==> config.mk <==
export PLATFORM = sky130hd
export DESIGN_NAME = omp_mem_arbiter_flat
export DESIGN_NICKNAME = d
export VERILOG_FILES = /design/src/rtl/omp_pkg.sv /design/src/rtl/omp_mem_arbiter_if.sv /design/src/rtl/omp_rr_pick.sv /design/src/rtl/omp_mem_arbiter.sv /design/src/flat_wrapper.sv
export SDC_FILE = /design/constraint.sdc
export NUM_CORES = 1
export LEC_CHECK = 0
export BUFFER_PORTS_ARGS = -buffer_cell sky130_fd_sc_hd__buf_2
export CORE_AREA = 5 5 281 283
export DETAILED_ROUTE_END_ITERATION = 16
export DIE_AREA = 0 0 286 288
export GPL_TIMING_DRIVEN = 0
export PLACE_DENSITY_LB_ADDON = 0.08
export SLEW_MARGIN = 20
export SYNTH_ARGS = -nofsm -noshare
export SYNTH_HDL_FRONTEND = slang
export SYNTH_HIERARCHICAL = 1
export SYNTH_SLANG_ARGS = --single-unit
==> constraint.sdc <==
create_clock -name clk -period 7.2 [get_ports clk]
set_input_delay 0.36 -clock clk [delete_from_list [all_inputs] [get_ports clk]]
set_output_delay 0.36 -clock clk [all_outputs]
set_load 0.02 [all_outputs]
==> src/rtl/omp_pkg.sv <==
// omp_pkg: requester indices and arbiter state encoding shared by the arbiter slice
package omp_pkg;
    localparam int NREQ = 4;
    localparam logic [1:0] REQ_EXT  = 2'd0;
    localparam logic [1:0] REQ_INIT = 2'd1;
    localparam logic [1:0] REQ_A    = 2'd2;
    localparam logic [1:0] REQ_B    = 2'd3;
    typedef enum logic {IDLE = 1'b0, OWNED = 1'b1} arb_state_e;
endpackage

==> src/rtl/omp_mem_arbiter_if.sv <==
// omp_mem_arbiter_if: requester-side bus of the shared memory arbiter
interface omp_mem_arbiter_if #(
    parameter int AW = 7,
    parameter int DW = 96
);
    logic [omp_pkg::NREQ-1:0]    req;
    logic [omp_pkg::NREQ-1:0]    lock;
    logic [omp_pkg::NREQ-1:0]    we;
    logic [omp_pkg::NREQ*AW-1:0] addr;
    logic [omp_pkg::NREQ*DW-1:0] wdata;
    logic [omp_pkg::NREQ-1:0]    gnt;
    logic [omp_pkg::NREQ-1:0]    rvalid;
    logic [DW-1:0]               rdata;
    modport master (output req, lock, we, addr, wdata, input gnt, rvalid, rdata);
    modport slave (input req, lock, we, addr, wdata, output gnt, rvalid, rdata);
endinterface

==> src/rtl/omp_rr_pick.sv <==
// omp_rr_pick: first requesting index at or after ptr, circularly
module omp_rr_pick (
    input  logic [3:0] req_i,
    input  logic [1:0] ptr_i,
    output logic [1:0] idx_o,
    output logic       any_o
);
    always_comb begin
        idx_o = ptr_i;
        for (int k = 3; k >= 0; k--)
            if (req_i[ptr_i + 2'(k)]) idx_o = ptr_i + 2'(k);
    end
    assign any_o = |req_i;
endmodule

==> src/rtl/omp_mem_arbiter.sv <==
// omp_mem_arbiter: round-robin arbiter with burst lock for one shared memory port,
// tagging reads through an RD_LAT-deep pipeline so data returns to its issuer.
module omp_mem_arbiter
    import omp_pkg::*;
#(
    parameter int AW     = 7,
    parameter int DW     = 96,
    parameter int RD_LAT = 1
) (
    input  logic             clk,
    input  logic             rst_n,
    omp_mem_arbiter_if.slave bus,
    input  logic             clr_err_i,
    output logic             err_o,
    output logic [AW-1:0]    mem_addr_o,
    output logic             mem_we_o,
    output logic             mem_en_o,
    output logic [DW-1:0]    mem_din_o,
    input  logic [DW-1:0]    mem_dout_i
);
    arb_state_e          state_q, state_d;
    logic [1:0]          owner_q, owner_d, rr_ptr_q, rr_ptr_d, pick_ptr, pick_idx;
    logic                pick_any, rel, rd_en, err_q, err_d;
    logic [NREQ-1:0]     gnt;
    logic [RD_LAT-1:0]   pv_q, pv_d;
    logic [2*RD_LAT-1:0] pid_q, pid_d;

    omp_rr_pick u_pick (.req_i(bus.req), .ptr_i(pick_ptr), .idx_o(pick_idx), .any_o(pick_any));

    assign gnt      = (state_q == OWNED) ? NREQ'(1) << owner_q : '0;
    assign rel      = (state_q == OWNED) && !bus.lock[owner_q];
    // On release the search starts just past the owner, so it ranks last
    assign pick_ptr = (state_q == OWNED) ? owner_q + 2'd1 : rr_ptr_q;

    always_comb begin
        state_d  = state_q;
        owner_d  = owner_q;
        rr_ptr_d = rel ? owner_q + 2'd1 : rr_ptr_q;
        if (state_q == IDLE || rel) begin
            state_d = pick_any ? OWNED : IDLE;
            owner_d = pick_any ? pick_idx : owner_q;
        end
    end

    assign mem_en_o   = (state_q == OWNED) && bus.req[owner_q];
    assign mem_we_o   = mem_en_o && bus.we[owner_q];
    assign mem_addr_o = mem_en_o ? bus.addr[owner_q*AW +: AW] : '0;
    assign mem_din_o  = mem_en_o ? bus.wdata[owner_q*DW +: DW] : '0;
    assign rd_en      = mem_en_o && !bus.we[owner_q];
    assign pv_d       = (pv_q << 1) | RD_LAT'(rd_en);
    assign pid_d      = (pid_q << 2) | (2*RD_LAT)'(owner_q);
    assign err_d      = (|(bus.req & bus.we & ~gnt)) || (err_q && !clr_err_i);

    always_ff @(posedge clk or negedge rst_n) begin
        if (!rst_n) begin
            state_q  <= IDLE;
            owner_q  <= '0;
            rr_ptr_q <= '0;
            pv_q     <= '0;
            pid_q    <= '0;
            err_q    <= 1'b0;
        end else begin
            state_q  <= state_d;
            owner_q  <= owner_d;
            rr_ptr_q <= rr_ptr_d;
            pv_q     <= pv_d;
            pid_q    <= pid_d;
            err_q    <= err_d;
        end
    end

    assign bus.gnt    = gnt;
    assign bus.rvalid = pv_q[RD_LAT-1] ? NREQ'(1) << pid_q[2*RD_LAT-1 -: 2] : '0;
    assign bus.rdata  = pv_q[RD_LAT-1] ? mem_dout_i : '0;
    assign err_o      = err_q;
endmodule

==> src/flat_wrapper.sv <==
// flat-port wrapper written by rule: the top's interface ports become plain ports
module omp_mem_arbiter_flat import omp_pkg::*;
#(
    parameter int AW     = 7,
    parameter int DW     = 96,
    parameter int RD_LAT = 1
)
  (clk, rst_n, clr_err_i, err_o, mem_addr_o, mem_we_o, mem_en_o, mem_din_o, mem_dout_i, bus_req, bus_lock, bus_we, bus_addr, bus_wdata, bus_gnt, bus_rvalid, bus_rdata);
  omp_mem_arbiter_if #(.AW(AW), .DW(DW)) bus_i ();
  input  logic clk;
  input  logic rst_n;
  input  logic clr_err_i;
  output logic err_o;
  output logic [AW-1:0] mem_addr_o;
  output logic mem_we_o;
  output logic mem_en_o;
  output logic [DW-1:0] mem_din_o;
  input  logic [DW-1:0] mem_dout_i;
  input wire logic [$bits(bus_i.req)-1:0] bus_req;
  input wire logic [$bits(bus_i.lock)-1:0] bus_lock;
  input wire logic [$bits(bus_i.we)-1:0] bus_we;
  input wire logic [$bits(bus_i.addr)-1:0] bus_addr;
  input wire logic [$bits(bus_i.wdata)-1:0] bus_wdata;
  output wire logic [$bits(bus_i.gnt)-1:0] bus_gnt;
  output wire logic [$bits(bus_i.rvalid)-1:0] bus_rvalid;
  output wire logic [$bits(bus_i.rdata)-1:0] bus_rdata;
  assign bus_i.req = bus_req;
  assign bus_i.lock = bus_lock;
  assign bus_i.we = bus_we;
  assign bus_i.addr = bus_addr;
  assign bus_i.wdata = bus_wdata;
  assign bus_gnt = bus_i.gnt;
  assign bus_rvalid = bus_i.rvalid;
  assign bus_rdata = bus_i.rdata;
  omp_mem_arbiter #(.AW(AW), .DW(DW), .RD_LAT(RD_LAT)) u_core (.clk(clk), .rst_n(rst_n), .bus(bus_i), .clr_err_i(clr_err_i), .err_o(err_o), .mem_addr_o(mem_addr_o), .mem_we_o(mem_we_o), .mem_en_o(mem_en_o), .mem_din_o(mem_din_o), .mem_dout_i(mem_dout_i));
endmodule
-- Word level (Yosys, flattened, before mapping)
Cells that the tools add are included.
- reduce and logical (&&, ||, !) cells: 13
- add/subtract/negate cells: 4
- bitwise logic cells: 4
- magnitude comparators: 5
- shift operators: 4
- multiplexer cells: 25
- $mul: 2
- operator list (operator ; count):
    $shiftx A384 B10 Y96 ; 1
    $mux W96 ; 2
    $shiftx A28 B6 Y7 ; 1
    $lt A2 B3 Y1 const B ; 5
    $bmux W1 S2 ; 7
    $mux W2 ; 5
    $and A4 B4 Y4 ; 2
    $mux W1 ; 8
    $mux W4 ; 2
    $reduce_or A4 Y1 ; 2
    $shl A1 B2 Y4 const A ; 2
    $mux W7 ; 1
    $logic_and A1 B1 Y1 ; 5
    $mul A2 B3 Y5 const B ; 1
    $add A2 B1 Y2 const B ; 2
    $add A2 B2 Y2 const B ; 2
    $mul A2 B2 Y4 const B ; 1
    $not A4 Y4 ; 1
    $logic_not A1 Y1 ; 3
    $logic_or A1 B1 Y1 ; 2
    $reduce_and A2 Y1 ; 1
    $not A1 Y1 ; 1
- word-level logic and storage cells: 63
- output and inout bits: 210
- input port bits: 523
- register bits after elaboration: 9

-- Logic depth before layout (Yosys ltp)
Gate-level depths: netlist (run 1).
- word-level depth: 9
- mapped depth: 11
- gate-level depth less buffers: 8

-- Modules after synthesis
Netlist (run 1), hierarchy kept.
- by module, submodules not included (module ; area each (µm²) ; cells each ; seq. area each (µm²) ; times used):
    omp_mem_arbiter ; 4513.1 ; 417 ; 225.2 ; 1
    omp_rr_pick ; 100.1 ; 16 ; 0.0 ; 1

-- Least setup slack after synthesis (run 1)
OpenSTA, ideal clock, no wires.
- kind: flip-flop to flip-flop
- from: register u_core.owner_q[1]
- to: register u_core.owner_q[1]
- data arrival time: 2448 ps
- buffers on the path: 3
- stages on the path, launching flop included: 12
- slack: 4661 ps
- library setup time: 90 ps
- period minus slack after synthesis: 2539 ps
- data required time: 7110 ps
- cells stage by stage: dfrtp_1 > buf_2 > buf_2 > buf_2 > inv_1 > ha_1 > mux2_2 > and3b_1 > or4_1 > nand2_1 > o211ai_1 > o221ai_1
- word-level cells in the longest chain between the ends: 9
- elaborated cells on any way between the ends: 23
- those cells by class: 4 x add/sub; 15 x mux; 4 x reduce/logical
- ends and longest elaborated chain (what ; RTL line ; source):
    start: declaration ; omp_mem_arbiter.sv:22 ; logic [1:0] owner_q, owner_d, rr_ptr_q, rr_ptr_d, pick_ptr, pick_idx;
    start signal: assignment ; omp_mem_arbiter.sv:64 ; owner_q <= owner_d;
    $add A2 B1 Y2 (*) ; omp_mem_arbiter.sv:33 ; assign pick_ptr = (state_q == OWNED) ? owner_q + 2'd1 : rr_ptr_q;
    $mux W2 (*) ; omp_mem_arbiter.sv:33 ;
    net u_core.pick_ptr[1] ; omp_mem_arbiter.sv:22 ;
    $add A2 B2 Y2 ; omp_rr_pick.sv:11 ; if (req_i[ptr_i + 2'(k)]) idx_o = ptr_i + 2'(k);
    $bmux W1 S2 ; omp_rr_pick.sv:11 ;
    $mux W1 (not written as such) ; omp_rr_pick.sv:11 ;
    $mux W2 (3 in series) ; omp_rr_pick.sv:11 ;
    $mux W2 (*) ; omp_rr_pick.sv:11 ;
    net u_core.pick_idx[1] ; omp_mem_arbiter.sv:22 ;
The timed path passes the listed nets; every way through them passes the cells marked *. The select of a mux whose other input is x is not followed.
A chain may end at the register's enable or synchronous reset.

-- Worst setup path after layout (run 1)
Ends and elaborated chain as after synthesis.

==> results.cfg, run 1 <==
[outcome]
status = complete, no violations

[detailed_routing]
vias = 6810
post-route-drc-count = 0
drt-vias-per-instance = 3.144
drtIter0Drc = 129
wirelength_mm = 41.56
detail-route-antenna-nets = 0
firstDrtPassIters = 4
wire_per_inst_microns = 19.19

[clocking]
cts-resized-gates = 0
clkSlewWorstSetupHoldPaths_ps = 40
htreeDepth = 1
clk_path_buf_depth = 2
cts_hold_buf = 1
clkSinkCount = 9
insertion_delay_ps = 230
cts_tree = done
numCtsBuffers = 3
clockRootBuffer = clkbuf_16
cts_setup_buffers = 0

[critical_path]
cp-end-kind = register
cp.arrival_ps = 3720
worstSetupPathType = reg2reg
start_kind = register
crit_required_ps = 7340
crit_fanout = 10

[timing]
tightestPinTransition_ps = 828.2
grt_setup_unrepaired = false
max_slew_margin_pct = 44.79
hold_viol_final = 0
period_minus_slack_ps = 3581
finalSetupTns_ps = 0
fin_worst_skew_ps = 3.589
period_share_pct = 49.73
drv_slew = 0
setup_viol = 0
fmax_mhz = 279.3

[synthesis]
synthesis.area_sq_um = 4613
synth_edf_count = 0
ys_types = 30
synth_seq_cells = 9
yosysSeqAreaShare_pct = 4.882
ys.flop_type = dfrtp_1
yosys_warnings = 6
netlist_instances = 433
synthesis.nets = 960
synth_area_per_cell_sq_um = 10.65
async_flop_share_pct = 100.0

[floorplanning]
start_util_pct = 6.035
die_x_microns = 286
die_y_microns = 288
core_area_sq_um = 76450
ioPinCount = 733
rows = 102
die-area_sq_um = 82370

[pwr]
p_switching_w = 0.001822
clock_power_share_pct = 3.0
ir_drop_mv = 0.08613
power.leakage_nw = 5.130
p_per_area_nw_per_um2 = 344.2
power.share.switching_pct = 55.01
power_frac_comb_pct = 94.2
internal_power_w = 0.001490
power_w = 0.003312
power_frac_seq_pct = 2.9

[global_route]
grt_max_degree = 11
grt_pass1_vias = 7640
overflow = 0
grtUsageTotal_pct = 9.157
grt_first_pass_wirelength_mm = 55.95
antenna_found_initial = 17

[layout]
drive_gt1_share_pct = 74.53
fillers = 8918
syn2layout_area_growth_pct = 108.6
nNetsFinal = 1698

[hold_path]
hold_path.class = in2reg

[placed_design]
hpwl_mm = 37.65
routabilityCongestion = 0.7564
numPortBuffers = 732

[run]
maxCapViolations = 0
registers in the layout (all words and copies together) (netlist names):
signal,cells
u_core/err_o,1
u_core/state_q,1
u_core/owner_q,2
u_core/pv_q,1
u_core/rr_ptr_q,2
u_core/pid_q,2
path summary, 6_finish.rpt:
path / startpoint / to / slack (ps) / cells past startpoint
max in group asynchronous: rst_n / u_core/owner_q[1] / 6440 / 2
worst min register to register: u_core/rr_ptr_q[1] / u_core/rr_ptr_q[1] / 500 / 1
worst max-delay path: u_core/owner_q[1] / u_core/owner_q[1] / 3620 / 11
worst max register to register: u_core/owner_q[1] / u_core/owner_q[1] / 3620 / 11
worst min-delay path: bus_we[3] / u_core/err_o / 470 / 4
min in group asynchronous: rst_n / u_core/pv_q / 560 / 2
cell type report:
class / instances / area (sq um) / share of cell area [%]
clock buffers: 4 / 78.83 / 0.8191
well taps: 988 / 1236 / 12.85
diodes: 8 / 20.02 / 0.2080
plain buffers: 58 / 362.8 / 3.771
flip-flops and latches: 9 / 225.2 / 2.340
inverters: 7 / 26.28 / 0.2730
multi-input cells: 359 / 4000 / 41.57
repair buffers: 733 / 3674 / 38.17
power groups by stage:
stage,clock [W],combinational (W),sequential (W)
after global routing,0.000107,0.00339,0.000101
after global placement,0,0.00328,0.0000972
after CTS,0.000103,0.00324,0.0000967
after detailed placement,0,0.00323,0.0000973
final,0.0000985,0.00312,0.0000944
after floorplan,0,0.00205,0.0000905
cell usage in the layout, fill, tap and decap left out, drive strengths merged, types with 3 or more instances in the layout:
master,instances
and3,105
mux2i,4
mux2,3
nand2,9
diode,8
and2,101
clkbuf,37
ha,4
nor2,5
mux4,105
and2b,3
o221ai,3
dfrtp,9
buf,757
inv,7
per-layer routing:
metal / track usage (%) / part of all wire [%] / wire length (microns) / vias up
met3: 2.930 / 8.6 / 3570 / 20
met2: 18.63 / 57 / 23490 / 380
li1: - / - / - / 3192
met4: 0.7151 / 0.64 / 264 / 4
met1: 9.410 / 34 / 14200 / 3214
met5: 0 / 0.082 / 34 / -
cell usage after synthesis (2+ instances only):
| master | number | area (sq um) |
|---|---|---|
| and2_1 | 101 | 631.9 |
| and2b_2 | 2 | 17.52 |
| and3_1 | 105 | 656.9 |
| and3b_1 | 2 | 17.52 |
| buf_2 | 7 | 35.03 |
| buf_6 | 18 | 202.7 |
| clkbuf_1 | 33 | 123.9 |
| dfrtp_1 | 9 | 225.2 |
| ha_1 | 4 | 50.05 |
| inv_1 | 7 | 26.28 |
| mux2_2 | 3 | 33.78 |
| mux2i_1 | 4 | 40.04 |
| mux4_2 | 105 | 2365 |
| nand2_1 | 9 | 33.78 |
| nor2_1 | 5 | 18.77 |
| o21ai_0 | 2 | 10.01 |
| o221ai_1 | 3 | 26.28 |
| o22ai_1 | 2 | 12.51 |
cells by family (layout without fill, tap and decap cells):
family | count (synthesis) | count (layout) | synth area share (%)
AND/OR/NAND/NOR | 231 | 231 | 30.84
multiplexers | 112 | 112 | 52.86
buffers and inverters | 65 | 802 | 8.408
AO/OA/AOI/OAI | 12 | 12 | 1.926
flip-flops | 9 | 9 | 4.882
adder cells (fa/ha/maj) | 4 | 4 | 1.085
other | 0 | 8 | 0
critical path, cell delays in order, from the launching register on:
cell and delay (ps):
dfrtp_1 460, buf_2 430, buf_2 460, buf_2 380, inv_1 160, ha_1 330
mux2_2 330, and3b_1 190, or4_1 470, nand2_1 90, o211ai_1 80, o221ai_1 100
through the flow:
step | hold WS (ps) | utilization [%] | std cells | instance area, sq um | worst slack, ps
finish | 470.9 | 12.59 | 2166 | 9623 | 3619
global route | 531.3 | 12.57 | 2161 | 9610 | 3310
CTS | 470.1 | 12.56 | 2158 | 9603 | 3414
detailed placement | 249.7 | 12.45 | 2153 | 9514 | 3425
global placement | 252.6 | 12.44 | 2153 | 9513 | 3428
floorplan | 64.41 | - | 433 | 4613 | 4661
Note: power is estimated with default switching activity, not from simulation.
==> inputs of run 2 (changes only) <==
--- a/config.mk
+++ b/config.mk
@@ -6,9 +6,9 @@
 export NUM_CORES = 1
 export LEC_CHECK = 0
 export BUFFER_PORTS_ARGS = -buffer_cell sky130_fd_sc_hd__buf_2
-export CORE_AREA = 5 5 281 283
+export CORE_AREA = 5 5 280 282
 export DETAILED_ROUTE_END_ITERATION = 16
-export DIE_AREA = 0 0 286 288
+export DIE_AREA = 0 0 285 287
 export GPL_TIMING_DRIVEN = 0
 export PLACE_DENSITY_LB_ADDON = 0.08
 export SLEW_MARGIN = 20
==> constraint.sdc (replaced) <==
create_clock -name clk -period 3.05 [get_ports clk]
set_input_delay 0.1525 -clock clk [delete_from_list [all_inputs] [get_ports clk]]
set_output_delay 0.1525 -clock clk [all_outputs]
set_load 0.02 [all_outputs]
==> run 2 against run 1 <==
  * Worst hold slack worse by 190 ps
  * Worst setup slack lost 3400 ps
  * Fmax grew 27%
  * Non-clock buffer count decreased by 2
  * First-iteration DRC count is the same
  * Via count up 1.1%
  * Clock power increased by 150%
  * Register-to-register slack worse by 3400 ps
  * Total power is 140% higher
  * Core utilization up 0.13 points
  * Combinational power is 140% higher
  * Largest cell class unchanged
  * Largest power group unchanged
==> results.cfg, run 2 (synthesis gave the netlist of run 1 again) <==
[clocking]
clk_path_buf_depth = 2
htreeDepth = 1
clkSlewWorstSetupHoldPaths_ps = 40
clockRootBuffer = clkbuf_16
numCtsBuffers = 3
clkSinkCount = 9
insertion_delay_ps = 240
cts_tree = done

[pwr]
ir_drop_mv = 0.1942
power_w = 0.007964
power.leakage_nw = 5.128
p_per_area_nw_per_um2 = 829.7

[global_route]
grtUsageTotal_pct = 9.975
grt_max_degree = 20
overflow = 0
antenna_found_initial = 10
grt_first_pass_wirelength_mm = 59.82
grt_pass1_vias = 7836

[detailed_routing]
vias = 6884
detail-route-antenna-nets = 0
drt-vias-per-instance = 3.205
wire_per_inst_microns = 20.66
drtIter0Drc = 129
post-route-drc-count = 0
wirelength_mm = 44.37
firstDrtPassIters = 4

[layout]
fillers = 8815
regArea_sq_um = 225.2
largestRegisters = u_core/owner_q x2, u_core/pid_q x2, u_core/rr_ptr_q x2
layout_commonest_cell = buf_2
mostFrequentLayoutCells = buf_2, mux4_2, and3_1
drive_gt1_share_pct = 74.49
syn2layout_area_growth_pct = 108.1
multi_input_area_sq_um = 4000
nNetsFinal = 1696

[placed_design]
routabilityCongestion = 0.7857
numPortBuffers = 732
hpwl_mm = 40.37

[critical_path]
r2r-end = u_core/owner_q[1]
rr_worst_depth = 10
start_kind = register
worstSetupPathType = reg2reg
crit_fanout = 19
crit_required_ps = 3200
r2r-start = u_core/owner_q[1]
rrSetupSlack_ps = 240
crit_path_start = u_core/owner_q[1]
cp.arrival_ps = 2960
cp-endpoint = u_core/owner_q[1]
cp-end-kind = register

[timing]
grt_setup_unrepaired = false
fmax_mhz = 355.6
period_minus_slack_ps = 2812
max_slew_margin_pct = 39.27
tightestPinTransition_ps = 911.0
hold_viol_final = 0
finalSetupTns_ps = 0
period_share_pct = 92.20
drv_slew = 0
setup_viol = 0
fin_worst_skew_ps = 1.611

[floorplanning]
rows = 101
ioPinCount = 733
start_util_pct = 6.115
core_area_sq_um = 75440
die_y_microns = 287
die-area_sq_um = 81800
die_x_microns = 285

[run]
maxCapViolations = 0

[outcome]
status = complete, no violations

[hold_path]
hold_path.class = in2reg
-- run 2: cell count changes in the layout (fill, tap and decap cells not counted) --
cell	previous run	this run
diode_2	8	2
buf_2	739	736
buf_6	18	20
clkbuf_2	1	0
-- run 2: worst min-delay path by stage --
stage | startpoint | endpoint | slack [ps] | depth (start not counted)
floorplan | rst_n | u_core/err_o | -140 | 0
finish | bus_we[3] | u_core/err_o | 280 | 4
CTS | bus_we[3] | u_core/err_o | 270 | 4
global placement | rst_n | u_core/pid_q[1] | 60 | 1
detailed placement | rst_n | u_core/pid_q[0] | 50 | 1
global route | bus_we[3] | u_core/err_o | 300 | 4
-- run 2: what timing repair did --
action                     CTS  global route
buffers inserted             0             0
setup endpoints to repair    7             1
hold endpoints to repair     9             0
hold buffers                 1             0
resized for setup            3             1
-- run 2: worst max-delay path, stage by stage (launching register included) --
cell      delay, ps
dfrtp_1         500
buf_6           250
buf_6           290
inv_1           130
ha_1            300
mux2_2          320
and3b_1         190
or4_1           460
nand2_1         100
o211ai_1         90
o221ai_1         90
-- run 2: cell type report --
cell class / instances / area share, %
diodes: 2 / 0.05214
plain buffers: 56 / 3.807
clock buffers: 4 / 0.8213
inverters: 7 / 0.2738
multi-input cells: 359 / 41.68
flip-flops and latches: 9 / 2.346
well taps: 978 / 12.75
repair buffers: 733 / 38.27
-- run 2: metrics by stage --
stage	utilization [%]	cell area, sq um	setup WS (ps)	instances	hold WS [ps]
final	12.72	9598	237.8	2148	278.3
after floorplan	-	4613	511.5	433	-143.1
after detailed placement	12.59	9500	-664.9	2143	52.58
after global routing	12.72	9593	29.05	2146	295.1
after global placement	12.59	9500	-661.6	2143	55.20
after CTS	12.72	9593	13.54	2147	274.8
-- run 2: metal layers --
metal	routed length [microns]	track usage, %	vias to the layer above
li1	-	-	3175
met1	15190	9.981	3293
met2	25430	20.98	393
met3	3378	2.672	21
met4	360	0.9742	2
met5	13	0	-
-- run 2: where the power goes --
group	total (W)	leakage, nW	switching [W]	internal [W]
Clock	0.000244	0.0382	0.0000684	0.000176
Sequential	0.000231	0.102	0.0000588	0.000172
Combinational	0.00749	4.99	0.00430	0.00318
==> inputs of run 3 (changes only) <==
--- a/config.mk
+++ b/config.mk
@@ -6,9 +6,11 @@
 export NUM_CORES = 1
 export LEC_CHECK = 0
 export BUFFER_PORTS_ARGS = -buffer_cell sky130_fd_sc_hd__buf_2
-export CORE_AREA = 5 5 280 282
+export CELL_PAD_IN_SITES_DETAIL_PLACEMENT = 2
+export CELL_PAD_IN_SITES_GLOBAL_PLACEMENT = 2
+export CORE_AREA = 5 5 286 288
 export DETAILED_ROUTE_END_ITERATION = 16
-export DIE_AREA = 0 0 285 287
+export DIE_AREA = 0 0 291 293
 export GPL_TIMING_DRIVEN = 0
 export PLACE_DENSITY_LB_ADDON = 0.08
 export SLEW_MARGIN = 20
==> run 3 against run 2 <==
  * Final cell count rose by 3.6%
  * Sequential cell count did not move
  * Clock power fell by 2%
  * Worst setup slack got worse by 38 ps
  * Cell area rose by 1.1%
  * Largest cell class unchanged
==> results.cfg, run 3 (synthesis gave the netlist of run 1 again) <==
[pwr]
p_per_area_nw_per_um2 = 823.8
ir_drop_mv = 0.1963
power_w = 0.007991
power_frac_comb_pct = 94.2
power_frac_seq_pct = 2.8
p_switching_w = 0.004461
clock_power_share_pct = 3.0
power.leakage_nw = 5.126
power.share.switching_pct = 55.83
internal_power_w = 0.003529

[critical_path]
crit_required_ps = 3190
worstSetupPathType = reg2reg
crit_fanout = 19
crit_chain = buf_4, buf_6, inv_1, ha_1, mux2_2, and3b_1, or4_1, nand2_1, o211ai_1, o221ai_1
cpPeakStageDelay_ps = 470
cp-end-kind = register
slowest_stage = or4_1
cp.arrival_ps = 2990
start_kind = register

[detailed_routing]
vias = 7048
drtIter0Drc = 127
drt-vias-per-instance = 3.166
wirelength_mm = 49.90
firstDrtPassIters = 4
post-route-drc-count = 0
wire_per_inst_microns = 22.42
detail-route-antenna-nets = 0

[layout]
nNetsFinal = 1696
fillers = 9360
drive_gt1_share_pct = 74.49
largestRegisters = u_core/owner_q x2, u_core/pid_q x2, u_core/rr_ptr_q x2
final_util_pct = 12.34
syn2layout_area_growth_pct = 110.3
mostFrequentLayoutCells = buf_2, mux4_2, and3_1
layout_commonest_cell = buf_2
fin_area_sq_um = 9699

[placed_design]
dpl_cell_area_sq_um = 9590
routabilityCongestion = 0.7560
hpwl_mm = 45.57
numPortBuffers = 732

[floorplanning]
die-area_sq_um = 85260
rows = 103
start_util_pct = 5.868
ioPinCount = 733
core_area_sq_um = 78610
die_y_microns = 293
die_x_microns = 291

[run]
maxCapViolations = 0

[global_route]
grt_max_degree = 20
grtUsageTotal_pct = 10.86
grt_first_pass_wirelength_mm = 66.87
grt_pass1_vias = 8098
overflow = 0
antenna_found_initial = 34

[timing]
fmax_mhz = 350.9
hold_viol_final = 0
period_minus_slack_ps = 2850
fin_worst_skew_ps = 0.5781
tightestPinTransition_ps = 756.5
period_share_pct = 93.44
grt_setup_unrepaired = false
setup_viol = 0
max_slew_margin_pct = 49.57
finalSetupTns_ps = 0
drv_slew = 0

[clocking]
clkSinkCount = 9
insertion_delay_ps = 240
numCtsBuffers = 3
htreeDepth = 1
cts_tree = done
clk_path_buf_depth = 2
cts_setup_buffers = 0
clkSlewWorstSetupHoldPaths_ps = 40
clockRootBuffer = clkbuf_16

[hold_path]
hold_path.class = in2reg

[outcome]
status = complete, no violations
-- run 3: metal layers --
layer	vias to the layer above	GRT usage, %	wire [microns]
li1	3188	-	-
met1	3359	10.70	17130
met2	425	21.50	27060
met3	44	5.283	5239
met4	32	0.5916	263
met5	-	0	203
-- run 3: power by group through the flow --
stage	clock, W	combinational (W)	sequential (W)
after floorplan	0	0.00483	0.000214
after global placement	0	0.00795	0.000228
after detailed placement	0	0.00787	0.000226
after CTS	0.000246	0.00789	0.000225
after global routing	0.000256	0.00820	0.000233
final	0.000239	0.00753	0.000222
-- run 3: worst paths after layout --
kind,startpoint,end,slack (ps),cells after the start
setup / recovery,u_core/owner_q[1],u_core/owner_q[1],200,10
hold / removal,bus_we[3],u_core/err_o,300,4
setup reg to reg,u_core/owner_q[1],u_core/owner_q[1],200,10
hold reg to reg,u_core/owner_q[1],u_core/pid_q[1],490,0
max in group asynchronous,rst_n,u_core/rr_ptr_q[0],2500,2
min in group asynchronous,rst_n,u_core/owner_q[0],350,2
-- run 3: timing repair --
| item | in CTS | in global routing |
|---|---|---|
| resized for setup | 3 | 0 |
| hold buffers | 1 | 0 |
| hold endpoints to repair | 9 | 0 |
| setup endpoints to repair | 2 | 0 |
-- run 3: layout make-up --
cell class | count | area (sq um) | share of cell area, %
multi-input cells | 359 | 4000 | 41.24
repair buffers | 733 | 3674 | 37.87
well taps | 1050 | 1314 | 13.54
plain buffers | 56 | 361.6 | 3.728
flip-flops and latches | 9 | 225.2 | 2.322
clock buffers | 4 | 78.83 | 0.8127
inverters | 7 | 26.28 | 0.2709
diodes | 8 | 20.02 | 0.2064
-- run 3: worst max-delay path: cells and delay by family (launching register included) --
kind            cells  cell delay [ps]
fa+ha+maj           1              320
mux                 1              320
buf+inv             3              700
flops               1              420
compound gates      2              190
simple gates        3              770
-- run 3: through the flow --
stage / setup slack [ps] / cells / hold WS, ps
2_1_floorplan: 511.5 / 433 / -143.1
3_3_place_gp: -573.2 / 2215 / 52.49
3_5_place_dp: -609.8 / 2215 / 52.02
4_1_cts: 88.96 / 2218 / 304.0
5_1_grt: 5.599 / 2218 / 346.8
6_report: 200.0 / 2226 / 295.1
